File: src/rtl/uart_fifo_pkg.sv
// Shared types and constants for the UART receive FIFO.
package uart_fifo_pkg;

    localparam int DEF_DATA_BITS  = 8;
    localparam int DEF_FIFO_DEPTH = 16;

    function automatic int cnt_width(input int depth);
        return $clog2(depth) + 1;
    endfunction

    typedef struct packed {
        logic empty;
        logic full;
        logic almost_full;
        logic overflow;
        logic underflow;
    } fifo_flags_t;

endpackage

File: src/rtl/fifo_ram.sv
// Register array with one synchronous write port and one asynchronous read port.
module fifo_ram #(
    parameter int WIDTH = 8,
    parameter int DEPTH = 16
) (
    input  logic                     clk,
    input  logic                     we,
    input  logic [$clog2(DEPTH)-1:0] waddr,
    input  logic [WIDTH-1:0]         wdata,
    input  logic [$clog2(DEPTH)-1:0] raddr,
    output logic [WIDTH-1:0]         rdata
);

    logic [WIDTH-1:0] mem_r [DEPTH];

    // Storage write; contents are intentionally not reset.
    always_ff @(posedge clk) begin
        if (we) begin
            mem_r[waddr] <= wdata;
        end
    end

    assign rdata = mem_r[raddr];

endmodule

File: src/rtl/uart_rx_sync_fifo.sv
// Circular-buffer UART Rx FIFO with occupancy, almost-full, sticky errors and FWFT output.
// Optional per-entry error tag when FIFO_ERR_TAG_EN is defined.
module uart_rx_sync_fifo
    import uart_fifo_pkg::*;
#(
    parameter int DATA_BITS  = DEF_DATA_BITS,
    parameter int FIFO_DEPTH = DEF_FIFO_DEPTH,
    parameter int AF_THRESH  = FIFO_DEPTH - 2
) (
    input  logic                        Clk,
    input  logic                        Rst_n,
    input  logic [DATA_BITS-1:0]        Rx_Data,
    input  logic                        Wr_En,
    input  logic                        Rd_En,
    input  logic                        Flush,
    input  logic                        Clr_Err,
    input  logic                        BIST_Mode,
    output logic [DATA_BITS-1:0]        Data_Out,
    output logic                        FIFO_Empty,
    output logic                        FIFO_Full,
    output logic                        Almost_Full,
    output logic                        FIFO_Overflow,
    output logic                        FIFO_Underflow,
    output logic [$clog2(FIFO_DEPTH):0] Count
`ifdef FIFO_ERR_TAG_EN
    ,
    input  logic                        Rx_Err,
    output logic                        Err_Out
`endif
);

    localparam int ADDR_W = $clog2(FIFO_DEPTH);
    localparam int CNT_W  = cnt_width(FIFO_DEPTH);
`ifdef FIFO_ERR_TAG_EN
    localparam int MEM_W  = DATA_BITS + 1;
`else
    localparam int MEM_W  = DATA_BITS;
`endif
    localparam logic [CNT_W-1:0] DEPTH_C = CNT_W'(FIFO_DEPTH);
    localparam logic [CNT_W-1:0] AF_C    = CNT_W'(AF_THRESH);

    logic [ADDR_W-1:0] wptr_r;
    logic [ADDR_W-1:0] rptr_r;
    logic [CNT_W-1:0]  count_r;
    logic              ovf_r;
    logic              udf_r;

    logic              rd_acc_s;
    logic              wr_acc_s;
    logic              ovf_set_s;
    logic              udf_set_s;
    logic              ram_we_s;
    logic [MEM_W-1:0]  ram_wdata_s;
    logic [MEM_W-1:0]  ram_rdata_s;
    fifo_flags_t       flags_s;

    assign flags_s.empty       = (count_r == {CNT_W{1'b0}});
    assign flags_s.full        = (count_r == DEPTH_C);
    assign flags_s.almost_full = (count_r >= AF_C);
    assign flags_s.overflow    = ovf_r;
    assign flags_s.underflow   = udf_r;

    // A full FIFO still takes a write when the head is popped in the same cycle.
    assign rd_acc_s  = Rd_En & ~flags_s.empty;
    assign wr_acc_s  = Wr_En & ~BIST_Mode & (~flags_s.full | rd_acc_s);
    assign ovf_set_s = Wr_En & ~BIST_Mode & flags_s.full & ~rd_acc_s;
    assign udf_set_s = Rd_En & flags_s.empty;
    assign ram_we_s  = wr_acc_s & ~Flush & Rst_n;

`ifdef FIFO_ERR_TAG_EN
    assign ram_wdata_s = {Rx_Err, Rx_Data};
`else
    assign ram_wdata_s = Rx_Data;
`endif

    fifo_ram #(
        .WIDTH (MEM_W),
        .DEPTH (FIFO_DEPTH)
    ) u_ram (
        .clk   (Clk),
        .we    (ram_we_s),
        .waddr (wptr_r),
        .wdata (ram_wdata_s),
        .raddr (rptr_r),
        .rdata (ram_rdata_s)
    );

    // Pointer, occupancy and sticky error state.
    always_ff @(posedge Clk) begin
        if (!Rst_n) begin
            wptr_r  <= {ADDR_W{1'b0}};
            rptr_r  <= {ADDR_W{1'b0}};
            count_r <= {CNT_W{1'b0}};
            ovf_r   <= 1'b0;
            udf_r   <= 1'b0;
        end else if (Flush) begin
            wptr_r  <= {ADDR_W{1'b0}};
            rptr_r  <= {ADDR_W{1'b0}};
            count_r <= {CNT_W{1'b0}};
        end else begin
            if (wr_acc_s) begin
                wptr_r <= wptr_r + ADDR_W'(1);
            end
            if (rd_acc_s) begin
                rptr_r <= rptr_r + ADDR_W'(1);
            end
            count_r <= count_r + CNT_W'(wr_acc_s) - CNT_W'(rd_acc_s);
            ovf_r   <= ovf_set_s | (ovf_r & ~Clr_Err);
            udf_r   <= udf_set_s | (udf_r & ~Clr_Err);
        end
    end

    // First-word-fall-through head, blanked while empty.
    always_comb begin
        Data_Out = {DATA_BITS{1'b0}};
`ifdef FIFO_ERR_TAG_EN
        Err_Out  = 1'b0;
`endif
        if (!flags_s.empty) begin
            Data_Out = ram_rdata_s[DATA_BITS-1:0];
`ifdef FIFO_ERR_TAG_EN
            Err_Out  = ram_rdata_s[DATA_BITS];
`endif
        end else begin
            Data_Out = {DATA_BITS{1'b0}};
        end
    end

    assign FIFO_Empty     = flags_s.empty;
    assign FIFO_Full      = flags_s.full;
    assign Almost_Full    = flags_s.almost_full;
    assign FIFO_Overflow  = flags_s.overflow;
    assign FIFO_Underflow = flags_s.underflow;
    assign Count          = count_r;

endmodule

File: config.mk
export PLATFORM = sky130hd
export DESIGN_NAME = uart_rx_sync_fifo
export DESIGN_NICKNAME = d
export VERILOG_FILES = /design/src/rtl/uart_fifo_pkg.sv /design/src/rtl/fifo_ram.sv /design/src/rtl/uart_rx_sync_fifo.sv
export SDC_FILE = /design/constraint.sdc
export NUM_CORES = 1
export LEC_CHECK = 0
export ABC_CLOCK_PERIOD_IN_PS = 3100
export BUFFER_PORTS_ARGS = -buffer_cell sky130_fd_sc_hd__buf_2
export CAP_MARGIN = 20
export CELL_PAD_IN_SITES_DETAIL_PLACEMENT = 1
export CELL_PAD_IN_SITES_GLOBAL_PLACEMENT = 1
export CORE_ASPECT_RATIO = 1.4
export CORE_MARGIN = 8
export CORE_UTILIZATION = 52
export DETAILED_ROUTE_END_ITERATION = 10
export PLACE_DENSITY_LB_ADDON = 0.3
export SLEW_MARGIN = 20
export SYNTH_ARGS = -nofsm -noshare
export SYNTH_HDL_FRONTEND = slang
export SYNTH_SLANG_ARGS = --single-unit
export TNS_END_PERCENT = 20
File: constraint.sdc
create_clock -name Clk -period 3.1 [get_ports Clk]
set_input_delay 0.465 -clock Clk [delete_from_list [all_inputs] [get_ports Clk]]
set_output_delay 0.465 -clock Clk [all_outputs]
set_load 0.005 [all_outputs]
==> impl_metrics.ini <==
[power]
pwr-share-seq = 0.467
p_clk_frac = 0.396
powerDensity_nw_per_um2 = 675.8
p_switching_mw = 1.185
pwr-share-comb = 0.137
leakage_nw = 2.373
swShare = 0.2505
p_int_mw = 3.545
vdd_drop_max_v = 0.0005304

[worst_setup_path]
reg2reg_slack_ns = 0.44
r2r_cells = 12
cp-start-kind = flip-flop
critical_path_arrival_ns = 2.38
cp.required_ns = 2.63
worstReg2RegStart = Count[2]
worstReg2RegEnd = Count[4]
path_max_fanout = 32
crit_type = flip-flop to primary output
end_kind = primary output

[drt]
via_count = 3195
avgRoutedWirePerCell_um = 24.73
wl_mm = 13.65
ant_nets = 0
drcViolationCount = 1
first_pass_iters = 7
drtIter0Drc = 157
avgViaCountPerCell = 5.788

[outcome]
violations = DRC
status = complete, but fails checks

[synthesis]
synthFlopType = edfxtp_1
synth_top_area_cell = edfxtp_1
async_flop_share = 0
ys.warnings.count = 0
synth_cell_types = 39
synth_edf_count = 128
ys_ff_latch = 147
syn_avg_cell_area_sq_um = 18.09
syn_nets = 361
ys_seq_area_frac = 0.7033
synth_commonest_cells = edfxtp_1, nor2_1, mux4_2
yosysMostFrequentCell = edfxtp_1
syn_inst = 332
synth.top_cell.area_share = 0.6400
netlist_area_sq_um = 6006
ys_top_cells_by_area = edfxtp_1, mux4_2, dfxtp_1, mux4_1, ha_1

[placement]
place_congestion = 0.7539
dp_cells = 520
portBuffers = 32
post-dp-hpwl_mm = 9.313

[timing]
final.setup.tns_ns = 0
finalCritPeriodShare = 0.9162
final_max_slew_viol_count = 0
max_freq_mhz = 352.1
clock_skew_ns = 0.006693
slew_headroom = 0.5314
worstMarginPinSlew_ns = 0.7019
setup_viol_count_final = 0
rsz0062_at_grt = false
hold_violations = 0
period_minus_slack_ns = 2.840

[min_path]
worstHoldPathType = input port to flip-flop
whs_path_depth = 2
hp-start = Rst_n
min_to = FIFO_Underflow

[floorplan]
start_util = 0.5324
io_pins = 33
row_count = 46
die_x_um = 106.8
core-area_sq_um = 11280
die_y_um = 143.2
dieArea_sq_um = 15290

[layout]
syn_to_final_growth_pct = 16.54
drive_gt1_frac = 0.2868
diodes = 0
layout.nets = 424
final_cells = 552

[grt]
antenna_found_initial = 0
grt_usage = 0.1938
grt_pass1_wl_mm = 21.05
grt_overflow = 0
grt_max_degree = 33
grt_pass1_vias = 3549

[cts]
cts_tree = yes
clock-sinks = 147
clk_pin_slew_worst_paths_ns = 0.06
root_buffer = clkbuf_16
cts_hold_buf = 0
cts_max_level = 4
cts_setup_buffers = 0
clock_path_buffers = 2
cts_made_buffers = 17
cts_resized = 0
insertion_delay_ns = 0.41

[flow_run]
drv_cap = 0
==> critical path: stages (launching register included) <==
cell,delay [ns]
dfxtp_1,0.36
buf_12,0.25
mux4_1,0.59
nor2b_1,0.15
a211oi_1,0.30
a211oi_1,0.10
buf_2,0.18
==> cells in the final DEF (no fill, tap or decap), types with 13 or more instances in the layout <==
cell type  count
edfxtp_1     128
a211oi_1      16
buf_2         32
dfxtp_1       19
mux4_2        23
buf_4         26
nor2_1        27
ha_1          13
clkbuf_16     17
inv_1         13
==> per-layer routing <==
metal	vias to the layer above	GRT usage	routed length, um
met4	0	0.08550	415
met3	28	0.04736	619
met5	-	0	0
met1	1647	0.2101	5200
met2	91	0.3482	7418
li1	1429	-	-
==> metrics by stage <==
step	area [sq um]	utilization	power (mW)	setup WS, ns	hold WS, ns
6_report	6999	0.6205	4.730	0.2598	0.3097
5_1_grt	6999	0.6205	4.896	0.1408	0.3101
4_1_cts	6999	0.6205	4.773	0.1943	0.2953
3_5_place_dp	6455	0.5722	2.909	0.4807	0.4998
3_3_place_gp	6455	0.5722	2.882	0.6247	0.4943
2_1_floorplan	6006	-	2.634	0.5609	0.4816
==> layout make-up <==
type / instances / area [sq um]
Fill cell: 1029 / 4282
Sequential cell: 147 / 4224
Multi-Input combinational cell: 157 / 1627
Clock buffer: 17 / 425.4
Timing Repair Buffer: 59 / 375.4
Tap cell: 144 / 180.2
Clock inverter: 15 / 118.9
Inverter: 13 / 48.80
==> power by group through the flow <==
stage / Sequential, mW / Clock [mW] / Combinational, mW
6_report: 2.21 / 1.87 / 0.648
5_1_grt: 2.21 / 1.96 / 0.718
4_1_cts: 2.21 / 1.90 / 0.660
3_5_place_dp: 2.25 / 0 / 0.656
3_3_place_gp: 2.25 / 0 / 0.632
2_1_floorplan: 2.25 / 0 / 0.387
==> logic make-up (layout without fill, tap and decap cells) <==
group | count (synthesis) | in the layout | share of synthesized area
compound gates | 29 | 29 | 0.03417
xor+xnor | 6 | 6 | 0.008750
fa+ha+maj | 14 | 14 | 0.03042
buf+inv | 28 | 104 | 0.02583
flops | 147 | 147 | 0.7033
mux | 42 | 42 | 0.1425
simple gates | 66 | 66 | 0.05500
==> registers in the layout, summed over array words and instances, names as in the netlist, named ones only <==
name and flops:
u_ram.mem_r 128, rptr_r 4, Count 5, FIFO_Overflow 1, FIFO_Underflow 1, wptr_r 4
==> how the worst max path moves through the flow <==
stage,slack [ns],end,depth (start not counted)
2_1_floorplan,0.56,Count[4],12
3_3_place_gp,0.62,Count[4],12
3_5_place_dp,0.48,Count[4],12
4_1_cts,0.19,Data_Out[0],6
5_1_grt,0.14,Data_Out[7],6
6_report,0.26,Data_Out[1],6
Power figures use the tool's default switching activity.
